--- src/rtl/rotl_serial_amisha.sv ---
// rotl_serial_amisha: multi-cycle rotator, one bit per clock.
// Takes a word and an amount over a valid/ready input handshake. Returns the
// rotated word over a valid/ready output handshake.
// Optional macro ROT_DIR_SEL_EN adds a dir_amisha input: 0 = left, 1 = right.
// With the macro undefined the unit rotates left only.
module rotl_serial_amisha #(
    parameter int unsigned WIDTH = 8,
    parameter int unsigned AMT_W = 3
) (
    input  logic             clk_amisha,
    input  logic             reset_amisha,
    input  logic             in_valid_amisha,
    output logic             in_ready_amisha,
    input  logic [WIDTH-1:0] a_amisha,
    input  logic [AMT_W-1:0] amt_amisha,
`ifdef ROT_DIR_SEL_EN
    input  logic             dir_amisha,
`endif
    output logic [WIDTH-1:0] y_amisha,
    output logic             out_valid_amisha,
    input  logic             out_ready_amisha,
    output logic             busy_amisha
);

    typedef enum logic [1:0] {
        IDLE,
        SHIFT,
        DONE
    } state_t;

    state_t           state_q, state_d;
    logic [WIDTH-1:0] data_q, data_d;
    logic [AMT_W-1:0] cnt_q, cnt_d;
`ifdef ROT_DIR_SEL_EN
    logic             dir_q, dir_d;
`endif

    logic             accept;
    logic [WIDTH-1:0] data_rot;

    assign in_ready_amisha  = (state_q == IDLE) && !reset_amisha;
    assign accept           = in_valid_amisha && in_ready_amisha;
    assign out_valid_amisha = (state_q == DONE);
    assign busy_amisha      = (state_q != IDLE);
    // The working register also serves as the output register.
    // As a result, y holds its last value after the output handshake.
    assign y_amisha         = data_q;

    // One-bit rotation of the working register, in the selected direction.
    always_comb begin
`ifdef ROT_DIR_SEL_EN
        if (dir_q) begin
            data_rot = {data_q[0], data_q[WIDTH-1:1]};
        end else begin
            data_rot = {data_q[WIDTH-2:0], data_q[WIDTH-1]};
        end
`else
        data_rot = {data_q[WIDTH-2:0], data_q[WIDTH-1]};
`endif
    end

    // State, working data and counter registers with synchronous reset.
    always_ff @(posedge clk_amisha) begin
        if (reset_amisha) begin
            state_q <= IDLE;
            data_q  <= '0;
            cnt_q   <= '0;
`ifdef ROT_DIR_SEL_EN
            dir_q   <= 1'b0;
`endif
        end else begin
            state_q <= state_d;
            data_q  <= data_d;
            cnt_q   <= cnt_d;
`ifdef ROT_DIR_SEL_EN
            dir_q   <= dir_d;
`endif
        end
    end

    // Next-state logic: load on accept, rotate with countdown in SHIFT,
    // hold in DONE until the sink takes the result.
    always_comb begin
        state_d = state_q;
        data_d  = data_q;
        cnt_d   = cnt_q;
`ifdef ROT_DIR_SEL_EN
        dir_d   = dir_q;
`endif
        case (state_q)
            IDLE: begin
                if (accept) begin
                    data_d = a_amisha;
                    cnt_d  = amt_amisha;
`ifdef ROT_DIR_SEL_EN
                    dir_d  = dir_amisha;
`endif
                    state_d = (amt_amisha == '0) ? DONE : SHIFT;
                end
            end
            SHIFT: begin
                data_d = data_rot;
                cnt_d  = cnt_q - AMT_W'(1);
                if (cnt_q == AMT_W'(1)) begin
                    state_d = DONE;
                end
            end
            DONE: begin
                if (out_ready_amisha) begin
                    state_d = IDLE;
                end
            end
            default: begin
                state_d = IDLE;
            end
        endcase
    end

endmodule
--- config.mk ---
export PLATFORM = sky130hd
export DESIGN_NAME = rotl_serial_amisha
export DESIGN_NICKNAME = d
export VERILOG_FILES = /design/src/rtl/rotl_serial_amisha.sv
export SDC_FILE = /design/constraint.sdc
export NUM_CORES = 1
export LEC_CHECK = 0
export ABC_AREA = 1
export BUFFER_PORTS_ARGS = -buffer_cell sky130_fd_sc_hd__buf_2
export CAP_MARGIN = 20
export CELL_PAD_IN_SITES_DETAIL_PLACEMENT = 0
export CELL_PAD_IN_SITES_GLOBAL_PLACEMENT = 2
export CORE_AREA = 5 5 63 65
export DETAILED_ROUTE_END_ITERATION = 8
export DIE_AREA = 0 0 68 70
export GPL_TIMING_DRIVEN = 0
export PLACE_DENSITY = 0.76
export SLEW_MARGIN = 0
export SYNTH_ARGS = -nofsm -noshare
export SYNTH_HDL_FRONTEND = slang
export SYNTH_SLANG_ARGS = --single-unit
--- constraint.sdc ---
create_clock -name clk_amisha -period 1.7 [get_ports clk_amisha]
set_clock_uncertainty 0.05 [all_clocks]
set_input_delay 0.085 -clock clk_amisha [delete_from_list [all_inputs] [get_ports clk_amisha]]
set_output_delay 0.085 -clock clk_amisha [all_outputs]
set_load 0.03 [all_outputs]
==> results.py, run 1 <==
metrics = {
    "die": {
        "core_area_um2": 3280,
        "fp.dieW_um": 68,
        "row_count": 21,
        "start_util_pct": 22.4,
        "ios": 26,
        "fp.dieArea_um2": 4760,
        "die_h_um": 70,
    },
    "routing": {
        "wl_um": 1970,
        "antenna_left": 0,
        "drc": 0,
        "wl_per_cell_um": 10.1,
        "vias": 796,
        "drt_first_pass_iters": 4,
        "viasPerCell": 4.08,
        "drt_iter0_drc": 31,
    },
    "yosys": {
        "ys_seq_elements": 13,
        "synth_area_um2": 734,
        "ys_async_sr_fraction_pct": 0,
        "synth_ff_type": "dfxtp_1",
        "synth.top_cell.area_share_pct": 35.4,
        "yosys.area.top_type": "dfxtp_1",
        "synth_cells": 119,
        "synthTopCellsByCount": "nand2_1, nor2_1, dfxtp_1",
        "synth_edf_count": 0,
        "yosysSeqAreaShare_pct": 35.4,
        "synth_most_common_cell": "nand2_1",
        "synthesis.nets": 136,
        "synthTopCellsByArea": "dfxtp_1, nand2_1, nor2_1",
        "syn_avg_cell_area_um2": 6.17,
        "ys_warn_count": 0,
        "ys_types": 16,
    },
    "setup_path": {
        "max_stage_delay_ns": 0.38,
        "cp_data_arrival_time_ns": 1.44,
        "crit_family": "simple AND/OR/NAND/NOR gates",
        "path_class": "flip-flop to flip-flop",
        "cp_common_cell": "nor2_1",
        "critPathRequiredTime_ns": 1.82,
        "path_cells": "inv_1, ha_1, or2_2, nand3_1, o21ai_0, nor2_1, nor2_1",
        "worstPathMaxFanout": 4,
        "critical_path_depth": 7,
        "r2r_cells": 7,
        "cp_slowest_cell": "dfxtp_1",
        "cp-end-kind": "flip-flop",
        "crit_buf_inv": 1,
        "cp-start-kind": "flip-flop",
    },
    "timing": {
        "worst_pin_slew_ns": 0.442,
        "slew_violations": 0,
        "finalCritPeriodShare_pct": 77.6,
        "rsz0062_at_grt": "no",
        "final.setup.tns_ns": 0,
        "slew_headroom_pct": 70.5,
        "hold_violations": 0,
        "fin_crit_ns": 1.32,
        "max_freq_mhz": 758,
        "setup_violations": 0,
    },
    "layout": {
        "nNetsFinal": 167,
        "antenna_cells": 0,
        "fillCellCount": 387,
        "final_cell_area_um2": 953,
        "area_growth_pct": 29.8,
        "drive_above_1_share_pct": 25.5,
    },
    "clock_tree": {
        "cts_tree": "done",
        "numCtsBuffers": 3,
        "ctsResizeCount": 0,
        "path_clk_slew_ns": 0.08,
        "clk_latency_ns": 0.28,
        "clock_path_buffers": 2,
        "postCtsSetupBuffers": 0,
        "cts_hold_buf": 1,
        "numClockSinks": 13,
        "cts-root-buf": "clkbuf_4",
        "cts_max_level": 1,
    },
    "global_route": {
        "antenna_found_initial": 0,
        "grt_pass1_wl_um": 3440,
        "grt_pass1_vias": 829,
        "grt_usage_pct": 9.13,
        "gr-total-overflow": 0,
        "grt_max_degree": 11,
    },
    "pwr": {
        "ir_drop_mv": 0.597,
        "power_density_nw_per_um2": 1730,
        "leakage_nw": 0.513,
    },
    "placement": {
        "hpwl_um": 1510,
        "finalWeightedCongestion": 0.784,
        "port-buffer-count": 25,
        "placed_area_um2": 917,
    },
    "outcome": {
        "status": "completed",
    },
    "worst_hold_path": {
        "hp-class": "input pin to flip-flop",
        "hold_depth": 5,
    },
    "run": {
        "cap_violations": 0,
    },
}
[per-layer routing]
metal / vias to the layer above / routed length [um] / share of wire (%) / GRT usage, %
met5: - / 0 / 0 / 0
met4: 0 / 42 / 2.1 / 3.75
met1: 336 / 1010 / 51 / 12.1
met2: 29 / 768 / 39 / 13.8
met3: 5 / 151 / 7.7 / 2.24
li1: 426 / - / - / -
[report_power, final]
| group | switching, W | internal (W) | total, W | leakage (nW) |
|---|---|---|---|---|
| clock | 0.000103 | 0.0000910 | 0.000194 | 0.0150 |
| sequential | 0.000105 | 0.000436 | 0.000541 | 0.107 |
| combinational | 0.000616 | 0.000301 | 0.000918 | 0.390 |
| total | 0.000824 | 0.000829 | 0.00165 | 0.513 |
[final timing paths]
check                        endpoint             startpoint  slack (ns)
max             cnt_q[2]$_SDFFE_PP0P_  cnt_q[0]$_SDFFE_PP0P_        0.38
min          y_amisha[0]$_SDFFE_PP0P_            a_amisha[0]        0.07
min reg2reg     cnt_q[1]$_SDFFE_PP0P_  cnt_q[1]$_SDFFE_PP0P_        0.46
max reg2reg     cnt_q[2]$_SDFFE_PP0P_  cnt_q[0]$_SDFFE_PP0P_        0.38
[registers in the layout (all words and copies together), names as in the netlist]
signal / cells
cnt_q: 3
y_amisha: 8
state_q: 2
[stage by stage]
step	hold WS (ns)	setup slack, ns	util [%]	power, W	cells
after detailed placement	0.302	0.378	27.9	0.00148	190
after global placement	0.293	0.380	27.9	0.00148	190
after global routing	0.0988	0.261	29.0	0.00183	195
after CTS	0.0669	0.359	29.0	0.00168	195
final	0.0747	0.381	29.0	0.00165	195
after floorplan	0.104	0.456	-	0.00123	119
[worst min-delay path, cell delays in order]
cell	delay (ns)
buf_2	0.07
nand2_1	0.04
nand2_1	0.05
nor2_1	0.04
nor2_1	0.08
[final cells by class]
class | instances | area [um2] | area share [%]
multi-input cells | 91 | 403 | 42.3
plain buffers | 3 | 26.3 | 2.76
flip-flops and latches | 13 | 260 | 27.3
clock buffers | 4 | 26.3 | 2.76
repair buffers | 26 | 135 | 14.2
inverters | 12 | 45.0 | 4.72
well taps | 46 | 57.6 | 6.04
[logic make-up (layout without fill, tap and decap cells)]
family                     count (synthesis)  after routing  share of synthesized area, %
adders and majority gates                  2              2                          3.41
and+or+nand+nor                           72             72                          39.9
buffers and inverters                     15             45                          9.71
DFF                                       13             13                          35.4
AOI/OAI and AO/OA                         17             17                          11.6
[placed cells by master (no fill, tap or decap)]
| master | n |
|---|---|
| nand2_1 | 33 |
| nor2_1 | 30 |
| buf_2 | 25 |
| dfxtp_1 | 13 |
| o21ai_1 | 12 |
| inv_1 | 9 |
| nand3_1 | 4 |
| inv_2 | 3 |
| a21oi_1 | 3 |
| clkbuf_4 | 3 |
| nand2_2 | 2 |
| buf_6 | 2 |
| clkbuf_1 | 2 |
| o21ai_0 | 2 |
| ha_1 | 2 |
| nor2_4 | 1 |
| nor2_2 | 1 |
| or2_2 | 1 |
| dlygate4sd3_1 | 1 |
No activity file was read; power rests on OpenSTA's default activity.
==> inputs of run 2 (changes only) <==
==> constraint.sdc (replaced) <==
create_clock -name clk_amisha -period 1.25 [get_ports clk_amisha]
set_clock_uncertainty 0.05 [all_clocks]
set_input_delay 0.0625 -clock clk_amisha [delete_from_list [all_inputs] [get_ports clk_amisha]]
set_output_delay 0.0625 -clock clk_amisha [all_outputs]
set_load 0.03 [all_outputs]
==> run 2 against run 1 <==
Final area up 14%. Setup slack worse by 0.31 ns. Sequential power up 41%. Total power up 54%. Die area unchanged. Critical path depth unchanged.
==> results.py, run 2 (same netlist as run 1, synthesis figures left out) <==
metrics = {
    "outcome": {
        "status": "completed",
    },
    "setup_path": {
        "cp_common_cell": "nor2_1",
        "critPathRequiredTime_ns": 1.38,
        "cp_slowest_cell": "dfxtp_2",
        "r2r_setup_slack_ns": 0.07,
        "endpoint": "cnt_q[2]$_SDFFE_PP0P_",
        "r2r_start": "cnt_q[1]$_SDFFE_PP0P_",
        "worstPathMaxFanout": 2,
        "rr_endpoint": "cnt_q[2]$_SDFFE_PP0P_",
        "max_stage_delay_ns": 0.34,
        "r2r_cells": 7,
        "cp_data_arrival_time_ns": 1.31,
        "cp-start-kind": "flip-flop",
        "startpoint": "cnt_q[1]$_SDFFE_PP0P_",
        "path_class": "flip-flop to flip-flop",
        "path_cells": "inv_2, ha_2, or2_4, nand3_2, o21ai_1, nor2_1, nor2_1",
        "cp-end-kind": "flip-flop",
    },
    "routing": {
        "viasPerCell": 4.10,
        "wl_per_cell_um": 10.4,
        "vias": 825,
        "wl_um": 2090,
        "antenna_left": 0,
        "drt_first_pass_iters": 2,
        "drt_iter0_drc": 40,
        "drc": 0,
    },
    "clock_tree": {
        "path_clk_slew_ns": 0.08,
        "clk_latency_ns": 0.28,
        "clock_path_buffers": 2,
        "cts-root-buf": "clkbuf_4",
        "numCtsBuffers": 3,
        "cts_tree": "done",
        "cts_max_level": 1,
        "numClockSinks": 13,
    },
    "die": {
        "die_h_um": 70,
        "fp.dieW_um": 68,
        "row_count": 21,
        "fp.dieArea_um2": 4760,
        "ios": 26,
        "core_area_um2": 3280,
        "start_util_pct": 22.4,
    },
    "layout": {
        "drive_above_1_share_pct": 37.4,
        "antenna_cells": 0,
        "final_common_cell": "nand2_1",
        "largest_reg_flops": 8,
        "nNetsFinal": 173,
        "final_cell_mix": "nand2_1, nor2_1, buf_2",
        "final_cell_area_um2": 1080,
        "fin_cells": 201,
        "area_growth_pct": 47.5,
    },
    "placement": {
        "finalWeightedCongestion": 0.784,
        "hpwl_um": 1510,
        "port-buffer-count": 25,
        "placed_area_um2": 917,
        "dp.cells": 190,
        "pre_cts_ws_ns": -0.0719,
    },
    "global_route": {
        "grt_usage_pct": 9.13,
        "grt_pass1_wl_um": 3440,
        "grt_pass1_vias": 829,
        "grt_max_degree": 11,
        "antenna_found_initial": 0,
        "gr-total-overflow": 0,
    },
    "pwr": {
        "power_w": 0.00255,
        "ir_drop_mv": 0.819,
        "leakage_nw": 0.553,
        "power_density_nw_per_um2": 2350,
    },
    "timing": {
        "worst_pin_slew_ns": 0.422,
        "max_freq_mhz": 845,
        "setup_violations": 0,
        "rsz0062_at_grt": "yes",
        "layout_setup_ws_ns": 0.0661,
        "hold_violations": 0,
        "fin_crit_ns": 1.18,
        "finalCritPeriodShare_pct": 94.7,
        "final.setup.tns_ns": 0,
        "slew_violations": 0,
        "slew_headroom_pct": 71.8,
    },
    "worst_hold_path": {
        "hold_depth": 4,
        "hp-class": "input pin to flip-flop",
    },
    "run": {
        "cap_violations": 0,
    },
}
==> run 2: cell types whose count changed in the layout (fill, tap and decap cells not counted), sizes merged <==
cell	previous run	this run
buf	27	32
dlygate4sd3	1	2
==> run 2: how the worst min path moves through the flow <==
stage / endpoint / slack (ns) / startpoint
final: state_q[1]$_SDFFE_PP0P_ / 0.03 / out_ready_amisha
after global routing: state_q[1]$_SDFFE_PP0P_ / 0.06 / out_ready_amisha
after CTS: state_q[1]$_SDFFE_PP0P_ / -0.03 / reset_amisha
after detailed placement: state_q[1]$_SDFFE_PP0P_ / 0.28 / reset_amisha
after global placement: cnt_q[2]$_SDFFE_PP0P_ / 0.27 / reset_amisha
after floorplan: state_q[0]$_SDFFE_PP0P_ / 0.08 / reset_amisha
==> run 2: worst max-delay path, delay by kind of cell, from the launching register on <==
kind                     cells  cell delay, ns
buffers and inverters        1            0.05
adder cells (fa/ha/maj)      1            0.18
flip-flops                   1            0.34
AO/OA/AOI/OAI                1            0.06
AND/OR/NAND/NOR              4            0.42
==> run 2: power breakdown <==
part | switching (W) | internal (W)
registers | 0.000155 | 0.000609
logic | 0.000938 | 0.000583
clock network | 0.000140 | 0.000124
==> run 2: area by class of cell <==
cell class / count / area (um2)
fillers: 375 / 2200
multi-input cells: 91 / 463
flip-flops and latches: 13 / 270
repair buffers: 32 / 193
well taps: 46 / 57.6
inverters: 12 / 47.5
clock buffers: 4 / 26.3
plain buffers: 3 / 26.3
==> run 2: through the flow <==
stage               hold slack (ns)  util, %
floorplan                    0.0816        -
detailed placement            0.279     27.9
global route                 0.0612     33.0
finish                       0.0300     33.0
CTS                         -0.0287     29.5
global placement              0.271     27.9
==> run 2: timing repair <==
| item | CTS | global route |
|---|---|---|
| hold endpoints to repair | 3 | 2 |
| endpoints found under the setup margin | 2 | 16 |
| buffers inserted | 3 | 1 |
| pin swaps | 1 | 8 |
| gates resized for setup | 2 | 28 |
| gates cloned | 0 | 1 |
==> run 2: routing by layer <==
layer / part of all wire, % / GRT usage (%) / wire length [um] / vias to the layer above
met5: 0 / 0 / 0 / -
met4: 1.3 / 3.97 / 27 / 0
met3: 6.5 / 2.24 / 136 / 3
met2: 41 / 13.5 / 851 / 26
met1: 51 / 12.3 / 1080 / 354
li1: - / - / - / 442
